==> config.mk <==
export PLATFORM = sky130hd
export DESIGN_NAME = line_fetch_engine
export DESIGN_NICKNAME = d
export VERILOG_FILES = /design/src/rtl/line_fetch_engine.sv
export SDC_FILE = /design/constraint.sdc
export NUM_CORES = 1
export LEC_CHECK = 0
export ABC_AREA = 0
export BUFFER_PORTS_ARGS = -buffer_cell sky130_fd_sc_hd__buf_2
export CAP_MARGIN = 40
export CELL_PAD_IN_SITES_DETAIL_PLACEMENT = 1
export CELL_PAD_IN_SITES_GLOBAL_PLACEMENT = 2
export CORE_ASPECT_RATIO = 0.5
export CORE_UTILIZATION = 34
export DETAILED_ROUTE_END_ITERATION = 10
export GPL_ROUTABILITY_DRIVEN = 0
export PLACE_DENSITY = 0.84
export SLEW_MARGIN = 20
export SYNTH_ARGS = -nofsm -noshare
export SYNTH_HDL_FRONTEND = slang
export SYNTH_SLANG_ARGS = --single-unit
==> constraint.sdc <==
create_clock -name clk -period 3.3 [get_ports clk]
set_input_delay 0.33 -clock clk [delete_from_list [all_inputs] [get_ports clk]]
set_output_delay 0.33 -clock clk [all_outputs]
set_load 0.05 [all_outputs]
==> src/rtl/line_fetch_engine.sv <==
// Line fetcher: on each lineRequest, issues single-word reads on a pipelined memory
// master and writes the in-order returns into a line buffer with stride/repeat stepping.
module line_fetch_engine #(
  parameter int ADDR_WIDTH      = 21,
  parameter int LINE_ADDR_WIDTH = 9,
  parameter int MAX_OUTSTANDING = 8,
  parameter int REPEAT_WIDTH    = 3
) (
  input  logic                       clk,
  input  logic                       reset,
  input  logic [ADDR_WIDTH-1:0]      baseAddress,
  input  logic [LINE_ADDR_WIDTH:0]   lineWords,
  input  logic [ADDR_WIDTH-1:0]      lineStride,
  input  logic [REPEAT_WIDTH-1:0]    lineRepeat,
  input  logic                       lineRequest,
  input  logic                       endOfFrame,
  output logic [LINE_ADDR_WIDTH-1:0] lineAddress,
  output logic                       lineWrite,
  output logic [31:0]                lineData,
  output logic                       lineDone,
  output logic                       overrun,
  input  logic                       waitRequest,
  input  logic                       readValid,
  input  logic [31:0]                readData,
  output logic                       read,
  output logic [ADDR_WIDTH-1:0]      address
);

  localparam int OUT_W = $clog2(MAX_OUTSTANDING + 1);
  localparam int CNT_W = LINE_ADDR_WIDTH + 1;

  typedef enum logic [1:0] {IDLE, FETCH, DRAIN} state_t;

  state_t                     state_q, state_d;
  logic [ADDR_WIDTH-1:0]      line_base_q, line_base_d;
  logic [ADDR_WIDTH-1:0]      stride_q, stride_d;
  logic [ADDR_WIDTH-1:0]      address_q, address_d;
  logic [REPEAT_WIDTH-1:0]    repeat_q, repeat_d;
  logic [REPEAT_WIDTH-1:0]    repeat_cnt_q, repeat_cnt_d;
  logic [CNT_W-1:0]           words_q, words_d;
  logic [CNT_W-1:0]           req_cnt_q, req_cnt_d;
  logic [CNT_W-1:0]           rsp_cnt_q, rsp_cnt_d;
  logic [OUT_W-1:0]           outstanding_q, outstanding_d;
  logic                       eof_pending_q, eof_pending_d;
  logic                       read_q, read_d;
  logic                       line_write_q, line_write_d;
  logic                       line_done_q, line_done_d;
  logic                       overrun_q, overrun_d;
  logic [LINE_ADDR_WIDTH-1:0] line_address_q, line_address_d;
  logic [31:0]                line_data_q, line_data_d;

  logic                       accept, busy, rsp, last_rsp;
  logic [ADDR_WIDTH-1:0]      start_base;
  logic [REPEAT_WIDTH-1:0]    start_rep;

  always_comb begin
    accept   = read_q && !waitRequest;
    busy     = (state_q != IDLE);
    rsp      = readValid && busy;
    last_rsp = rsp && ((rsp_cnt_q + CNT_W'(1)) == words_q);

    state_d        = state_q;
    line_base_d    = line_base_q;
    stride_d       = stride_q;
    address_d      = address_q;
    repeat_d       = repeat_q;
    repeat_cnt_d   = repeat_cnt_q;
    words_d        = words_q;
    req_cnt_d      = req_cnt_q;
    rsp_cnt_d      = rsp_cnt_q;
    outstanding_d  = outstanding_q;
    eof_pending_d  = eof_pending_q;
    line_write_d   = 1'b0;
    line_done_d    = 1'b0;
    overrun_d      = 1'b0;
    line_address_d = line_address_q;
    line_data_d    = line_data_q;
    // A same-cycle endOfFrame takes effect before the request is serviced
    start_base     = endOfFrame ? baseAddress : line_base_q;
    start_rep      = endOfFrame ? '0 : repeat_cnt_q;

    if (!busy) begin
      if (endOfFrame) begin
        line_base_d  = baseAddress;
        repeat_cnt_d = '0;
      end
      if (lineRequest) begin
        words_d        = lineWords;
        stride_d       = lineStride;
        repeat_d       = lineRepeat;
        req_cnt_d      = '0;
        rsp_cnt_d      = '0;
        outstanding_d  = '0;
        line_address_d = '0;
        address_d      = start_base;
        if (lineWords == '0) begin
          line_done_d = 1'b1;
          if (start_rep == lineRepeat) begin
            line_base_d  = start_base + lineStride;
            repeat_cnt_d = '0;
          end else begin
            line_base_d  = start_base;
            repeat_cnt_d = start_rep + REPEAT_WIDTH'(1);
          end
        end else begin
          state_d = FETCH;
        end
      end
    end else begin
      if (endOfFrame)  eof_pending_d = 1'b1;
      if (lineRequest) overrun_d     = 1'b1;

      if (accept && !rsp)      outstanding_d = outstanding_q + OUT_W'(1);
      else if (rsp && !accept) outstanding_d = outstanding_q - OUT_W'(1);

      if (accept) begin
        address_d = address_q + ADDR_WIDTH'(1);
        req_cnt_d = req_cnt_q + CNT_W'(1);
        if ((req_cnt_q + CNT_W'(1)) == words_q) state_d = DRAIN;
      end

      if (rsp) begin
        line_write_d   = 1'b1;
        line_data_d    = readData;
        line_address_d = rsp_cnt_q[LINE_ADDR_WIDTH-1:0];
        rsp_cnt_d      = rsp_cnt_q + CNT_W'(1);
      end

      if (last_rsp) begin
        line_done_d = 1'b1;
        state_d     = IDLE;
        if (eof_pending_q || endOfFrame) begin
          line_base_d   = baseAddress;
          repeat_cnt_d  = '0;
          eof_pending_d = 1'b0;
        end else if (repeat_cnt_q == repeat_q) begin
          line_base_d  = line_base_q + stride_q;
          repeat_cnt_d = '0;
        end else begin
          repeat_cnt_d = repeat_cnt_q + REPEAT_WIDTH'(1);
        end
      end
    end

    // Evaluated on next-state counts so a full pipe drops read without a bubble read
    read_d = (state_d == FETCH) && (req_cnt_d < words_d) &&
             (outstanding_d < OUT_W'(MAX_OUTSTANDING));
  end

  always_ff @(posedge clk or negedge reset) begin
    if (!reset) begin
      state_q        <= IDLE;
      line_base_q    <= '0;
      stride_q       <= '0;
      address_q      <= '0;
      repeat_q       <= '0;
      repeat_cnt_q   <= '0;
      words_q        <= '0;
      req_cnt_q      <= '0;
      rsp_cnt_q      <= '0;
      outstanding_q  <= '0;
      eof_pending_q  <= 1'b0;
      read_q         <= 1'b0;
      line_write_q   <= 1'b0;
      line_done_q    <= 1'b0;
      overrun_q      <= 1'b0;
      line_address_q <= '0;
      line_data_q    <= '0;
    end else begin
      state_q        <= state_d;
      line_base_q    <= line_base_d;
      stride_q       <= stride_d;
      address_q      <= address_d;
      repeat_q       <= repeat_d;
      repeat_cnt_q   <= repeat_cnt_d;
      words_q        <= words_d;
      req_cnt_q      <= req_cnt_d;
      rsp_cnt_q      <= rsp_cnt_d;
      outstanding_q  <= outstanding_d;
      eof_pending_q  <= eof_pending_d;
      read_q         <= read_d;
      line_write_q   <= line_write_d;
      line_done_q    <= line_done_d;
      overrun_q      <= overrun_d;
      line_address_q <= line_address_d;
      line_data_q    <= line_data_d;
    end
  end

  assign read        = read_q;
  assign address     = address_q;
  assign lineWrite   = line_write_q;
  assign lineData    = line_data_q;
  assign lineAddress = line_address_q;
  assign lineDone    = line_done_q;
  assign overrun     = overrun_q;

endmodule
[After elaboration in Yosys (flattened, before gate mapping)]
Index checks and enable logic that the tools add are counted.
Word-level totals
  flip-flop bits (word level): 151
  output and inout bits: 66
  input port bits: 93
Cells by class
  reduce and logical (&&, ||, !) cells: 19
  multiplexer cells: 51
  $add $sub $neg: 9
  $lt $le $gt $ge: 2
  equal/unequal tests: 9
  bitwise operators: 1
Operators with widths (count)
  $mux W21: 11
  $mux W10: 8
  $add A21 B21 Y21: 2
  $mux W9: 3
  $mux W3: 8
  $add A21 B1 Y21 const B: 1
  $add A10 B1 Y10 const B: 2
  $eq A10 B10 Y1: 2
  $mux W4: 4
  $mux W2: 6
  $mux W1: 11
  $logic_not A10 Y1: 1
  $lt A10 B10 Y1: 1
  $reduce_and A2 Y1: 5
  $logic_and A1 B1 Y1: 7
  $add A3 B1 Y3 const B: 2
  $eq A3 B3 Y1: 2
  $add A4 B1 Y4 const B: 1
  $lt A4 B4 Y1 const B: 1
  $ne A2 B1 Y1 const B: 2
  $reduce_bool A2 Y1: 2
  $sub A4 B1 Y4 const B: 1
  $logic_not A1 Y1: 3
  $ne A3 B1 Y1 const B: 1
  other kinds (4): 4

[Logic depth before layout (Yosys ltp)]
  word-level depth: 9
  mapped depth: 16
  depth with buffers taken out: 14

[Worst setup path after synthesis]
No wires, ideal clock.
  path type: input to register
  start: in endOfFrame
  end: reg line_base_q[19]
  stages on the path: 13
  setup time: 0.130 ns
  data arrival time: 3.434 ns
  setup slack: -0.264 ns
  cell sequence: clkbuf_1 > buf_1 > mux2i_1 > inv_1 > ha_1 > a21o_1 > a221o_1 > a211oi_1 > o221ai_1 > a221oi_1 > xor2_1 > a22o_1 > o211ai_1
Between the ends
  cells in the longest elaborated chain, start to end: 6
RTL lines
  from (decl): line 16  | input logic endOfFrame,
  $mux W21 or $mux W3 (tied branches): line 79, 83, 80
  $add A21 B21 Y21 or $eq A3 B3 Y1 (tied branches): line 99, 98
  $mux W21: line 98  | if (start_rep == lineRepeat) begin
  $mux W21: line 96  | if (lineWords == '0) begin
  $mux W21: line 87  | if (lineRequest) begin
  $mux W21: line 82  | if (!busy) begin
  to (signal assigned): line 171  | line_base_q <= line_base_d;
  to (decl): line 35  | logic [ADDR_WIDTH-1:0] line_base_q, line_base_d;
Parallel ways exist; a longest one is shown, timed or not. The select of a mux whose other input is x is not followed.
A chain may end at the register's enable or synchronous reset.

[Final worst setup path]
  start: reg rsp_cnt_q[0]
  end: reg line_base_q[15]
Between the ends
  cells in the longest elaborated chain, start to end: 5
RTL lines
  from (decl): line 42  | logic [CNT_W-1:0] rsp_cnt_q, rsp_cnt_d;
  from (signal assigned): line 178  | rsp_cnt_q <= rsp_cnt_d;
  $add A10 B1 Y10: line 60  | last_rsp = rsp && ((rsp_cnt_q + CNT_W'(1)) == words_q);
  $eq A10 B10 Y1: line 60
  $logic_and A1 B1 Y1: line 60
  $ne A2 B1 Y1 (no source line)
  $reduce_and A2 Y1 (no source line)
No other way between the ends.

==> key figures <==
Yosys
  – Asr flop ratio synth: 100%
  – Post-synth EDFFs: 0
  – Count leader, synth: nand2_1
  – Synth Area in Adders: 7.39%
  – Main synth FF type: dfrtp_1
  – Synth top area cells: dfrtp_1 38%, nand2_1 9.9%, ha_1 7.0%, a21oi_1 4.5%, o21ai_0 4.4%
  – Post-Syn Nets: 1357
  – Synth top area share: 37.7%
  – Synth Area in XOR/XNOR: 6.69%
  – Compound-Gate Fraction of Synth Area: 19.9%
  – Simple-gate share of the synthesized area: 20.6%
  – Warnings from Yosys: 0
  – Mean Syn Cell Area: 8.31 um^2
  – Largest family of logic cells by synthesized area: simple AND/OR/NAND/NOR gates
  – Post-synthesis cell count: 1206
  – Top post-synthesis cells by count: 263 x nand2_1, 151 x dfrtp_1, 91 x a21oi_1
  – Area leader, netlist: dfrtp_1
  – Flops & latches, synth: 151
  – Count of different cell masters after synthesis: 67
  – Post-Synthesis Cell Area: 10000 um^2
  – Register area share after synthesis: 37.7%
  – Mux contribution to synthesized area: 4.10%

STA
  – Min Tclk post-route: 3.07 ns
  – Worst Skew: 0.0149 ns
  – RSZ-0062 raised after global routing: no
  – Slew @ Worst Pin: 0.775 ns
  – Final Max Slew Viols: 0
  – Final hold vios: 0
  – Final setup violation count: 0
  – Post-route clock period utilization: 92.9%
  – Tightest slew margin relative to the limit: 48.2%
  – Hold WS: 0.0561 ns
  – Maximum clock frequency: 0.326 GHz

Placed design
  – IO buf count: 158
  – Dpl hpwl: 26300 um

Hold path
  – HP Class: in2reg

Global routing
  – Largest net degree at the start of global routing: 69
  – Initial antenna violation count: 0
  – Total gr overflow: 0
  – All-Layer GR Usage: 24.3%
  – First-pass GRT wire length: 56800 um
  – Vias in the first global route: 10319

Setup path
  – Crit-path cells: ha_1 -> nand3_1 -> nor3_1 -> xnor3_1 -> nand4_1 -> nor4_4 -> buf_4 -> a21oi_2 -> a221o_1
  – R2R cell count: 9
  – R2r endpoint: line_base_q[15]$_DFFE_PN0P_
  – CP max FO: 9
  – Worst Path Buf+Inv: 1
  – Kind of end point of the critical path: flip-flop
  – CP Capture Point: line_base_q[15]$_DFFE_PN0P_
  – R2R Path Start: rsp_cnt_q[0]$_DFFE_PN0P_
  – FF-to-FF setup slack: 0.23 ns
  – Worst stage delay on the critical path: 0.48 ns
  – Setup CP Type: reg2reg
  – Critical Path Stages: 9
  – Crit. Startpoint: rsp_cnt_q[0]$_DFFE_PN0P_
  – Crit path arrival time: 3.40 ns
  – Slowest CP cell: dfrtp_1
  – CP top delay family: simple AND/OR/NAND/NOR gates
  – Startpoint types: flip-flop
  – CP Data Required Time: 3.64 ns

Route
  – Avg WL per Cell: 19.9 um
  – Vias/cell: 5.51
  – Via count: 9746
  – TritonRoute pass-1 iters: 7
  – Drt drc: 0
  – Routed wire length: 35200 um
  – Final ANT Viol Nets: 0
  – DRT iter0 DRCs: 556

Layout
  – Nets: 1524
  – ANT cells: 0
  – Area growth from synthesis to layout: 20.7%
  – Fin util: 42.7%
  – Share of cells above drive strength 1: 19.6%

Job
  – MaxCap Viol Count: 0

Power and ir drop
  – Comb pwr share: 54.8%
  – Clock power frac: 17.7%
  – Sw frac: 49.6%
  – Leakage: 5.75 nW
  – Power per cell area: 975 nW/um^2
  – Reg power frac: 27.5%
  – Internal power: 0.00594 W
  – Switch Pwr: 0.00584 W
  – Peak supply drop: 423 uV
  – Pwr Total: 0.0118 W

Die
  – Rows: 43
  – Die area: 30200 um^2
  – Die X: 245 um
  – Initial Utilization: 35.4%
  – Num ports: 159
  – Core outline area: 28300 um^2
  – Die Y: 123 um

Clock tree
  – Max H-tree Level: 4
  – Clk root buf: clkbuf_16
  – Post-CTS Setup Bufs: 0
  – Total clock sinks: 151
  – Total CTS buffers: 17
  – Clk slew on worst S/H paths: 0.07 ns
  – Worst skew pair latency: 0.46 ns
  – CTS tree: done
  – Max clock buf depth: 2

Run status
  – Status: finished clean
-- repair_timing --
| action | CTS | global route |
|---|---|---|
| hold buffers | 1 | 0 |
| endpoints found under the hold margin | 56 | 0 |
| resized for setup | 0 | 8 |
| setup endpoints to repair | 0 | 3 |
-- final cells by class --
cell class,instances,area (um^2)
Clock buffer,18,439
Clock inverter,14,174
Fill cell,3471,16200
Inverter,32,120
Multi-Input combinational cell,965,5920
Sequential cell,151,3780
Tap cell,382,478
Timing Repair Buffer,206,1180
-- kinds of logic after synthesis --
kind of cell	count (synthesis)
flops	151
mux	39
buf+inv	90
compound gates	321
xor+xnor	75
simple gates	472
fa+ha+maj	58
-- registers in the layout, indices dropped and copies added (netlist names), 9 cells and up --
| name | flops |
|---|---|
| address | 21 |
| line_base_q | 21 |
| rsp_cnt_q | 10 |
| req_cnt_q | 10 |
| words_q | 10 |
| stride_q | 21 |
| lineData | 32 |
| lineAddress | 9 |
-- per-stage QoR --
| stage | std cells | setup slack, ns | instance area (um^2) | TNS [ns] |
|---|---|---|---|---|
| finish | 1768 | 0.234 | 12100 | 0 |
| global route | 1768 | 0.00690 | 12100 | 0 |
| CTS | 1768 | 0.0411 | 12100 | 0 |
| detailed placement | 1735 | -0.0659 | 11400 | -0.0882 |
| global placement | 1735 | 0.0737 | 11400 | 0 |
| floorplan | 1206 | 0.104 | 10000 | 0 |
-- worst register-to-register path: stages (launching register included) --
cell and delay, ns:
dfrtp_1 0.48, ha_1 0.30, nand3_1 0.21, nor3_1 0.40, xnor3_1 0.22, nand4_1 0.15, nor4_4 0.38, buf_4 0.24
a21oi_2 0.18, a221o_1 0.40
-- cells in the final DEF, fill, tap and decap left out, types with 5 or more instances in the layout --
cell | synthesis | layout
a211oi_1 | 9 | 9
a21o_1 | 18 | 18
a21oi_1 | 91 | 91
a22o_1 | 14 | 14
a31oi_1 | 18 | 18
and3_1 | 6 | 6
buf_2 | 2 | 157
buf_4 | 3 | 45
clkbuf_16 | 0 | 17
dfrtp_1 | 151 | 151
ha_1 | 56 | 56
inv_1 | 32 | 32
inv_8 | 0 | 6
mux2_2 | 16 | 16
mux2i_1 | 23 | 22
nand2_1 | 263 | 262
nand2b_1 | 6 | 6
nand3_1 | 37 | 37
nand4_1 | 15 | 15
nor2_1 | 83 | 81
nor2b_1 | 9 | 9
nor3_1 | 21 | 21
nor4_1 | 5 | 5
o211ai_1 | 8 | 8
o21a_1 | 8 | 8
o21ai_0 | 88 | 86
o21bai_1 | 5 | 5
o22ai_1 | 13 | 13
o31ai_1 | 8 | 8
xnor2_1 | 43 | 43
xor2_1 | 31 | 31
-- how the worst min path moves through the flow --
| stage | slack, ns | from | cells after the start | end |
|---|---|---|---|---|
| final | 0.06 | readData[4] | 3 | lineData[4]$_DFFE_PN0P_ |
| after CTS | 0.03 | readData[4] | 3 | lineData[4]$_DFFE_PN0P_ |
| after floorplan | 0.03 | reset | 0 | address[0]$_DFFE_PN0P_ |
| after global placement | 0.35 | reset | 1 | lineData[26]$_DFFE_PN0P_ |
| after detailed placement | 0.36 | reset | 1 | lineData[26]$_DFFE_PN0P_ |
| after global routing | 0.06 | readData[9] | 3 | lineData[9]$_DFFE_PN0P_ |
-- power groups by stage --
stage / Clock (W) / Sequential [W] / Combinational, W
after floorplan: 0 / 0.00398 / 0.00376
after global placement: 0 / 0.00323 / 0.00614
after detailed placement: 0 / 0.00326 / 0.00636
after CTS: 0.00214 / 0.00324 / 0.00643
after global routing: 0.00220 / 0.00334 / 0.00710
final: 0.00208 / 0.00324 / 0.00646
-- per-layer routing --
layer,track usage (%),up-vias,wire [um]
met5,0,-,0
li1,-,4611,-
met4,7.93,0,555
met1,32.4,4887,16500
met2,40.4,204,16800
met3,3.84,44,1360
(Power assumes the default switching activity.)
